File: src/rtl/mc_pkg.sv
// Shared definitions for the multi-cycle control FSM: opcodes, ALU codes,
// state encodings, ALU B-operand selects and the control-vector type.
package mc_pkg;

  localparam logic [3:0] OP_RTYPE = 4'd0;
  localparam logic [3:0] OP_ADDI  = 4'd1;
  localparam logic [3:0] OP_ANDI  = 4'd2;
  localparam logic [3:0] OP_ORI   = 4'd3;
  localparam logic [3:0] OP_NORI  = 4'd4;
  localparam logic [3:0] OP_BEQ   = 4'd5;
  localparam logic [3:0] OP_BNE   = 4'd6;
  localparam logic [3:0] OP_SLTI  = 4'd7;
  localparam logic [3:0] OP_LW    = 4'd8;
  localparam logic [3:0] OP_SW    = 4'd9;

  localparam logic [2:0] ALU_ADD   = 3'b000;
  localparam logic [2:0] ALU_SUB   = 3'b001;
  localparam logic [2:0] ALU_AND   = 3'b010;
  localparam logic [2:0] ALU_OR    = 3'b011;
  localparam logic [2:0] ALU_NOR   = 3'b100;
  localparam logic [2:0] ALU_SLT   = 3'b101;
  localparam logic [2:0] ALU_FUNCT = 3'b111;

  localparam logic [1:0] ASB_REG     = 2'b00;
  localparam logic [1:0] ASB_FOUR    = 2'b01;
  localparam logic [1:0] ASB_IMM     = 2'b10;
  localparam logic [1:0] ASB_IMM_SH2 = 2'b11;

  typedef enum logic [3:0] {
    ST_IDLE     = 4'd0,
    ST_FETCH    = 4'd1,
    ST_DECODE   = 4'd2,
    ST_EXEC_R   = 4'd3,
    ST_EXEC_I   = 4'd4,
    ST_ALU_WB   = 4'd5,
    ST_MEM_ADDR = 4'd6,
    ST_MEM_RD   = 4'd7,
    ST_MEM_WB   = 4'd8,
    ST_MEM_WR   = 4'd9,
    ST_BRANCH   = 4'd10,
    ST_TRAP     = 4'd11
  } state_e;

  typedef struct packed {
    logic       pc_write;
    logic       pc_write_cond;
    logic       branch_ne;
    logic       pc_src;
    logic       ir_write;
    logic       i_or_d;
    logic       mem_read;
    logic       mem_write;
    logic       mem_to_reg;
    logic       reg_write;
    logic       reg_dest;
    logic       alu_src_a;
    logic [1:0] alu_src_b;
    logic [2:0] alu_op;
    logic       instr_done;
  } ctrl_t;

  function automatic logic [2:0] imm_alu_op(input logic [3:0] op);
    case (op)
      OP_ANDI: return ALU_AND;
      OP_ORI:  return ALU_OR;
      OP_NORI: return ALU_NOR;
      OP_SLTI: return ALU_SLT;
      default: return ALU_ADD;
    endcase
  endfunction

endpackage

File: src/rtl/mc_ctrl_decode.sv
// Combinational state/op_q -> datapath control-vector decoder.
// Only pc_write/ir_write/instr_done look at mem_ready or the illegal-NOP flag.
module mc_ctrl_decode
  import mc_pkg::*;
(
  input  state_e      state_i,
  input  logic [3:0]  op_i,
  input  logic        mem_ready_i,
  input  logic        nop_done_i,
  output ctrl_t       ctrl_o
);

  always_comb begin
    ctrl_o = '0;
    case (state_i)
      ST_FETCH: begin
        ctrl_o.mem_read  = 1'b1;
        ctrl_o.alu_src_b = ASB_FOUR;
        ctrl_o.alu_op    = ALU_ADD;
        ctrl_o.pc_write  = mem_ready_i;
        ctrl_o.ir_write  = mem_ready_i;
      end
      ST_DECODE: begin
        ctrl_o.alu_src_b  = ASB_IMM_SH2;
        ctrl_o.alu_op     = ALU_ADD;
        ctrl_o.instr_done = nop_done_i;
      end
      ST_EXEC_R: begin
        ctrl_o.alu_src_a = 1'b1;
        ctrl_o.alu_src_b = ASB_REG;
        ctrl_o.alu_op    = ALU_FUNCT;
      end
      ST_EXEC_I: begin
        ctrl_o.alu_src_a = 1'b1;
        ctrl_o.alu_src_b = ASB_IMM;
        ctrl_o.alu_op    = imm_alu_op(op_i);
      end
      ST_ALU_WB: begin
        ctrl_o.reg_write  = 1'b1;
        ctrl_o.reg_dest   = (op_i == OP_RTYPE);
        ctrl_o.instr_done = 1'b1;
      end
      ST_MEM_ADDR: begin
        ctrl_o.alu_src_a = 1'b1;
        ctrl_o.alu_src_b = ASB_IMM;
        ctrl_o.alu_op    = ALU_ADD;
      end
      ST_MEM_RD: begin
        ctrl_o.mem_read = 1'b1;
        ctrl_o.i_or_d   = 1'b1;
      end
      ST_MEM_WB: begin
        ctrl_o.reg_write  = 1'b1;
        ctrl_o.mem_to_reg = 1'b1;
        ctrl_o.instr_done = 1'b1;
      end
      ST_MEM_WR: begin
        ctrl_o.mem_write  = 1'b1;
        ctrl_o.i_or_d     = 1'b1;
        ctrl_o.instr_done = mem_ready_i;
      end
      ST_BRANCH: begin
        ctrl_o.alu_src_a     = 1'b1;
        ctrl_o.alu_src_b     = ASB_REG;
        ctrl_o.alu_op        = ALU_SUB;
        ctrl_o.pc_write_cond = 1'b1;
        ctrl_o.pc_src        = 1'b1;
        ctrl_o.branch_ne     = (op_i == OP_BNE);
        ctrl_o.instr_done    = 1'b1;
      end
      default: ctrl_o = '0;
    endcase
  end

endmodule

File: src/rtl/mc_control_fsm.sv
// Multi-cycle control FSM: state register, latched opcode and next-state logic.
// Define MC_CONTROL_ILLEGAL_TRAP_EN to send illegal opcodes to a sticky TRAP state.
module mc_control_fsm
  import mc_pkg::*;
#(
  parameter int OPCODE_W = 4,
  parameter int ALUOP_W  = 3
) (
  input  logic                clk,
  input  logic                rst_n,
  input  logic [OPCODE_W-1:0] opcode,
  input  logic                mem_ready,
  output logic                pc_write,
  output logic                pc_write_cond,
  output logic                branch_ne,
  output logic                pc_src,
  output logic                ir_write,
  output logic                i_or_d,
  output logic                mem_read,
  output logic                mem_write,
  output logic                mem_to_reg,
  output logic                reg_write,
  output logic                reg_dest,
  output logic                alu_src_a,
  output logic [1:0]          alu_src_b,
  output logic [ALUOP_W-1:0]  alu_op,
  output logic                instr_done,
  output logic [3:0]          state
`ifdef MC_CONTROL_ILLEGAL_TRAP_EN
  ,
  output logic                illegal_op
`endif
);

  state_e              state_q, state_d;
  logic [OPCODE_W-1:0] op_q, op_d;
  logic                opc_legal;
  logic                nop_done;
  state_e              illegal_next;
  ctrl_t               ctrl;

  // Any bit above bit 3 also pushes the value past the last legal code.
  assign opc_legal = (opcode < OPCODE_W'(10));

`ifdef MC_CONTROL_ILLEGAL_TRAP_EN
  assign illegal_next = ST_TRAP;
  assign nop_done     = 1'b0;
  assign illegal_op   = (state_q == ST_TRAP);
`else
  assign illegal_next = ST_FETCH;
  assign nop_done     = !opc_legal;
`endif

  always_ff @(posedge clk or negedge rst_n) begin
    if (!rst_n) begin
      state_q <= ST_IDLE;
      op_q    <= '0;
    end else begin
      state_q <= state_d;
      op_q    <= op_d;
    end
  end

  always_comb begin
    state_d = state_q;
    op_d    = op_q;
    case (state_q)
      ST_IDLE:  state_d = ST_FETCH;
      ST_FETCH: if (mem_ready) state_d = ST_DECODE;
      ST_DECODE: begin
        op_d = opcode;
        if (!opc_legal) begin
          state_d = illegal_next;
        end else begin
          case (opcode[3:0])
            OP_RTYPE:      state_d = ST_EXEC_R;
            OP_LW, OP_SW:  state_d = ST_MEM_ADDR;
            OP_BEQ, OP_BNE: state_d = ST_BRANCH;
            default:       state_d = ST_EXEC_I;
          endcase
        end
      end
      ST_EXEC_R, ST_EXEC_I:             state_d = ST_ALU_WB;
      ST_ALU_WB, ST_MEM_WB, ST_BRANCH:  state_d = ST_FETCH;
      ST_MEM_ADDR: state_d = (op_q[3:0] == OP_LW) ? ST_MEM_RD : ST_MEM_WR;
      ST_MEM_RD:   if (mem_ready) state_d = ST_MEM_WB;
      ST_MEM_WR:   if (mem_ready) state_d = ST_FETCH;
      ST_TRAP:     state_d = ST_TRAP;
      default:     state_d = ST_IDLE;
    endcase
  end

  mc_ctrl_decode u_decode (
    .state_i     (state_q),
    .op_i        (op_q[3:0]),
    .mem_ready_i (mem_ready),
    .nop_done_i  (nop_done),
    .ctrl_o      (ctrl)
  );

  assign pc_write      = ctrl.pc_write;
  assign pc_write_cond = ctrl.pc_write_cond;
  assign branch_ne     = ctrl.branch_ne;
  assign pc_src        = ctrl.pc_src;
  assign ir_write      = ctrl.ir_write;
  assign i_or_d        = ctrl.i_or_d;
  assign mem_read      = ctrl.mem_read;
  assign mem_write     = ctrl.mem_write;
  assign mem_to_reg    = ctrl.mem_to_reg;
  assign reg_write     = ctrl.reg_write;
  assign reg_dest      = ctrl.reg_dest;
  assign alu_src_a     = ctrl.alu_src_a;
  assign alu_src_b     = ctrl.alu_src_b;
  assign alu_op        = ALUOP_W'(ctrl.alu_op);
  assign instr_done    = ctrl.instr_done;
  assign state         = state_q;

endmodule

File: config.mk
export PLATFORM = sky130hd
export DESIGN_NAME = mc_control_fsm
export DESIGN_NICKNAME = d
export VERILOG_FILES = /design/src/rtl/mc_pkg.sv /design/src/rtl/mc_ctrl_decode.sv /design/src/rtl/mc_control_fsm.sv
export SDC_FILE = /design/constraint.sdc
export NUM_CORES = 1
export LEC_CHECK = 0
export ABC_CLOCK_PERIOD_IN_PS = 2400
export CORE_MARGIN = 4
export CORE_UTILIZATION = 51
export CTS_CLUSTER_SIZE = 20
export DETAILED_ROUTE_END_ITERATION = 10
export DONT_BUFFER_PORTS = 1
export GPL_TIMING_DRIVEN = 1
export PLACE_DENSITY_LB_ADDON = 0.12
export SYNTH_ARGS = -nofsm -noshare
export SYNTH_HDL_FRONTEND = slang
export SYNTH_SLANG_ARGS = --single-unit
File: constraint.sdc
create_clock -name clk -period 2.4 [get_ports clk]
set_clock_uncertainty 0.1 [all_clocks]
set_input_delay 0.48 -clock clk [delete_from_list [all_inputs] [get_ports clk]]
set_output_delay 0.48 -clock clk [all_outputs]
set_load 0.03 [all_outputs]
==> reports/metrics.csv <==
metric,value,unit
outcome,"finished, final reports clean",
cts_buffers,3,
clock_latency,0.24,ns
fillCellCount,153,
maxSlewViolCount,0,
gp_congestion,0.859,
min_period,2.27,ns
initial_core_util,54.6,%
ios,29,
fin_setup_tns,0,ns
worst_hold_path_type,input port to register,
power_density,1510,nW/um2
post_cts_buffers,0,
synth.area.top_cells,"dfrtp_1 24%, a21oi_1 5.4%, buf_4 5.4%",
clk_pin_slew,0.05,ns
drt-wirelength-per-cell,14.9,um
required,1.82,ns
final_cell_mix,"21 x buf_4, 11 x nor2_1, 9 x nand2_1, 9 x a21oi_1, 7 x dfrtp_1",
setup_viol,0,
syn_nets,115,
placed_cells,134,
irDropWorstVdd,0.603,mV
critPathLaunchType,register,
holdCritStartpoint,mem_ready,
cts_tree,built,
drtIter0Drc,23,
cp.arrival,1.69,ns
max-cap-violations,0,
rrSetupSlack,0.57,ns
worst_r2r_startpoint,state[0],
crit_type,register to primary output,
grt_pass1_wl,3.55,mm
layout.nets,131,
r2r-end,state[2],
first_pass_iters,4,
hpwlAfterDp,1.63,mm
antenna_found_initial,0,
hold_end,state[0],
fmax,440,MHz
grt_usage,18.2,%
antenna_left,0,
viasPerCell,6.24,
htreeDepth,1,
finalNonFillerCells,138,
antenna_cells,0,
async_flop_share,100,%
drt_wl_total,2.06,mm
ys_warn_count,0,
cp-end-kind,primary output,
route.detailed.drc,0,
final_common_cell,buf_4,
die_h,48.4,um
synth_top_cell_by_area,dfrtp_1,
leakage,0.407,nW
finalCritPeriodShare,94.7,%
reg2regPathDepth,5,
grt_overflow,0,
worstPathMaxFanout,12,
cts_root_buffer,clkbuf_4,
area_delta_synth_final,17.3,%
min_path_cells,1,
ys_ff_latch,8,
layout-drive-gt1-share,27.9,%
synth_area,832,um2
placementRows,14,
p_total,1.47,mW
grt_pass1_vias,751,
cts_sinks,8,
dieArea,2340,um2
fp.dieW,48.4,um
synth_top_area_share,24.1,%
port_buffers,0,
coreArea,1520,um2
synthCells,108,
tightest_slew,0.644,ns
rsz0062_at_grt,false,
synth_edf_count,0,
slew_headroom,57.1,%
synth_ff_type,dfrtp_1,
synth_area_per_cell,7.70,um2
grt_max_degree,16,
synth.distinct_cells,44,
clk_path_buf_depth,2,
ys_seq_area_share,24.1,%
hold_viol,0,
vias,861,
power by group:
part / internal, mW / switching, mW / total (mW)
clock: 0.0567 / 0.0381 / 0.0948
combinational: 0.403 / 0.646 / 1.05
sequential: 0.198 / 0.129 / 0.328
total: 0.658 / 0.814 / 1.47
area by class of cell:
type                    count  area [um2]  share of cell area, %
flip-flops and latches      8         201                   20.6
repair buffers             22         168                   17.2
inverters                   4        15.0                   1.54
multi-input cells          85         549                   56.3
clock buffers               3        22.5                   2.31
well taps                  16        20.0                   2.05
how the worst max path moves through the flow:
stage / start / to / slack (ns) / depth (start not counted)
floorplan: state[2] / reg_write / 0.03 / 4
global placement: state[3] / branch_ne / 0.36 / 3
detailed placement: state[3] / branch_ne / 0.33 / 3
CTS: state[3] / branch_ne / 0.07 / 3
global route: state[2] / alu_op[0] / 0.005 / 5
finish: state[2] / alu_op[0] / 0.13 / 5
metal layers:
layer  vias up  global-route usage [%]  wire length (um)  part of all wire [%]
li1        423                       -                 -                     -
met4         0                    6.91                13                  0.63
met3         2                    6.13               202                   9.8
met5         -                       0                 0                     0
met1       397                    24.3               874                    42
met2        39                    27.0               969                    47
kinds of logic (layout without fill, tap and decap cells):
| logic type | Yosys count | after routing | share of synthesized area [%] |
|---|---|---|---|
| multiplexers | 3 | 3 | 4.06 |
| buffers and inverters | 15 | 29 | 11.3 |
| XOR/XNOR | 2 | 2 | 2.11 |
| flip-flops | 8 | 8 | 24.1 |
| AND/OR/NAND/NOR | 46 | 46 | 32.3 |
| AO/OA/AOI/OAI | 34 | 34 | 26.2 |
what timing repair did:
item | in CTS | in global routing
hold endpoints to repair | 8 | 0
hold buffers | 1 | 0
setup endpoints to repair | 0 | 2
gates resized for setup | 0 | 1
critical path, stage by stage (launching register included):
cell     delay (ns)
dfrtp_1        0.56
or2b_1         0.28
nor4_1         0.24
a21oi_1        0.07
o22ai_1        0.13
buf_4          0.18
cells in the mapped netlist, types with 3 or more instances:
library cell  instances
nor2_1               11
a21oi_1               9
nand2_1               9
dfrtp_1               8
buf_4                 6
o21ai_0               5
nor2b_1               4
nor3_1                4
a31oi_1               3
buf_2                 3
mux2_1                3
o21ai_1               3
o22ai_1               3
registers in the layout, indices dropped and copies added (netlist names):
register / cells
op_q: 4
state: 4
through the flow:
stage | worst slack (ns) | hold WS [ns] | utilization, % | instance area, um2
finish | 0.128 | 0.244 | 64.0 | 976
global route | 0.00481 | 0.227 | 64.0 | 976
CTS | 0.0657 | 0.232 | 64.0 | 975
detailed placement | 0.332 | 0.0846 | 61.8 | 942
global placement | 0.361 | 0.0846 | 61.8 | 942
floorplan | 0.0316 | 0.0844 | - | 843
No activity file was read; power rests on OpenSTA's default activity.
==> RTL edit (same flow settings) <==
`ALUOP_W`: 3 -> 6.
--- a/src/rtl/mc_control_fsm.sv
+++ b/src/rtl/mc_control_fsm.sv
@@ -4,7 +4,7 @@
   import mc_pkg::*;
 #(
   parameter int OPCODE_W = 4,
-  parameter int ALUOP_W  = 3
+  parameter int ALUOP_W  = 6
 ) (
   input  logic                clk,
   input  logic                rst_n,
Interface: changed (resized alu_op); port bits go from 29 to 32. The function was not compared with the original's and may differ.
==> RTL edit against the unedited design <==
Final area increased by 1.4%. Synthesized cell count grew 3.7%. Critical endpoint is now alu_op[1]. Wire length fell by 1.1%. Largest power group unchanged. Maximum frequency is 2.7% higher. Register-to-register slack better by 120 ps. Sequential cell count stayed put. Critical path type unchanged. Total power is 0.63% higher. Setup slack gained 60 ps. Synthesized area up 3.2%.
==> RTL edit: results (changes against the unedited design) <==
- The antenna diode count is 0 (unchanged).
- The post-synthesis cell type count is 45 (+2.3%).
- The detailed route wirelength on metal3 is 155 um (-23%).
- The pin slew with the least headroom to its limit is 640 ps (-4.04 ps).
- The global-route wire length before repair is 3550 um (-0.20%).
- The leakage power came to 0.414 nW (+1.7%).
- The worst setup path endpoint is alu_op[1].
- The combined global-route utilization of all metal layers is 0.176 (-0.00608).
- The maximum resistive drop on vdd is 0.000618 V (+2.5%).
- The weighted congestion at the end of routability-driven global placement was 0.851 (-0.92%).
- The via count of the first global-routing pass is 768 (+2.3%).
- The sequential fraction of the synthesis area is 0.233 (-0.00737).
- The run finished with clean final reports.
- In the post-synthesis netlist, the biggest area contributors are sky130_fd_sc_hd__dfrtp_1 (23%), sky130_fd_sc_hd__buf_4 (7.9%), sky130_fd_sc_hd__a21oi_1 (5.2%).
- The ratio of cells with drive above 1 in the final layout is 0.288 (+0.00931).
- The highest signal layer in the routed design is met4.
- The largest net degree at the start of global routing came to 19 (+3).
- The endpoint identified for the worst register-to-register timing path is op_q[2].
- The total routed wire length on the met1 layer is 941 um (+7.7%).
- The commonest cells after synthesis are sky130_fd_sc_hd__nor2_1 (11), sky130_fd_sc_hd__a21oi_1 (9), sky130_fd_sc_hd__buf_4 (9), sky130_fd_sc_hd__nand2_1 (9), sky130_fd_sc_hd__dfrtp_1 (8).
- The vias per cell is 5.93 (-5.0%).
- The detailed-route wire length is 2040 um (-1.1%).
- The start point of the critical path is state[1].
- The DRC violation total after the first TritonRoute iteration was 31 (+35%).
- The length in cells of the worst reg-to-reg path came to 3 (-2).
- The maximum net fanout on the critical path is 18 (+6).
- The total length of routed met2 wires is 923 um (-4.7%).
- The total half-perimeter wirelength after legalization and detailed placement is 1580 um (-3.2%).
- The final net count was 134 (+2.3%).
- The arrival time reported for the critical path endpoint is 1630 ps (-60 ps).
- The reg2reg setup slack came to 690 ps (+120 ps).
-- RTL edit: metrics by stage --
step	setup slack [ps]	utilization	instances	area (um^2)	hold WS, ps
CTS	81.5	0.640	141	986	217
floorplan	31.6	-	114	877	84.4
global route	54.4	0.642	141	990	230
finish	188	0.642	141	990	224
detailed placement	348	0.619	137	953	84.6
global placement	372	0.619	137	953	84.6
-- RTL edit: worst min path at each step --
stage,to
floorplan,op_q[0]
global placement,op_q[1]
detailed placement,op_q[3]
CTS,state[0]
global route,state[0]
finish,state[0]
-- RTL edit: final cells by class --
cell class / count / area [um^2]
clock buffer: 3 / 22.5
fill: 131 / 552
inverter: 4 / 15.0
multi-input combinational: 88 / 561
sequential: 8 / 204
tap: 16 / 20.0
timing repair buffer: 22 / 168
-- RTL edit: critical path, cell delays in order, from the launching register on --
cell	delay, ps
sky130_fd_sc_hd__dfrtp_2	510
sky130_fd_sc_hd__inv_1	170
sky130_fd_sc_hd__nand3_1	110
sky130_fd_sc_hd__o32a_1	340
sky130_fd_sc_hd__nor2_1	80
sky130_fd_sc_hd__buf_4	160
-- RTL edit: cell families (layout without fill, tap and decap cells) --
kind of cell              after synthesis  in the layout  synth area share
xor gates and xnor gates                2              2            0.0204
muxes                                   3              3            0.0394
buffers and inverters                  18             29             0.136
DFF                                     8              8             0.233
AOI/OAI and AO/OA                      34             34             0.254
and+or+nand+nor                        46             46             0.313
other                                   1              3           0.00437
-- RTL edit: layer usage --
metal  vias up  GRT usage
met1       368      0.237
met4         0     0.0404
met5         -          0
met2        41      0.285
li1        425          -
met3         2     0.0398
-- RTL edit: where the power goes --
| part | internal, W | switching, W |
|---|---|---|
| combinational | 0.000403 | 0.000648 |
| sequential | 0.000202 | 0.000126 |
| clock | 0.0000571 | 0.0000446 |
| total | 0.000662 | 0.000819 |
-- RTL edit: what timing repair did --
item	4_1_cts	5_1_grt
setup endpoints to repair	0	2
hold buffers	1	0
gates resized for setup	0	3
endpoints found under the hold margin	8	0
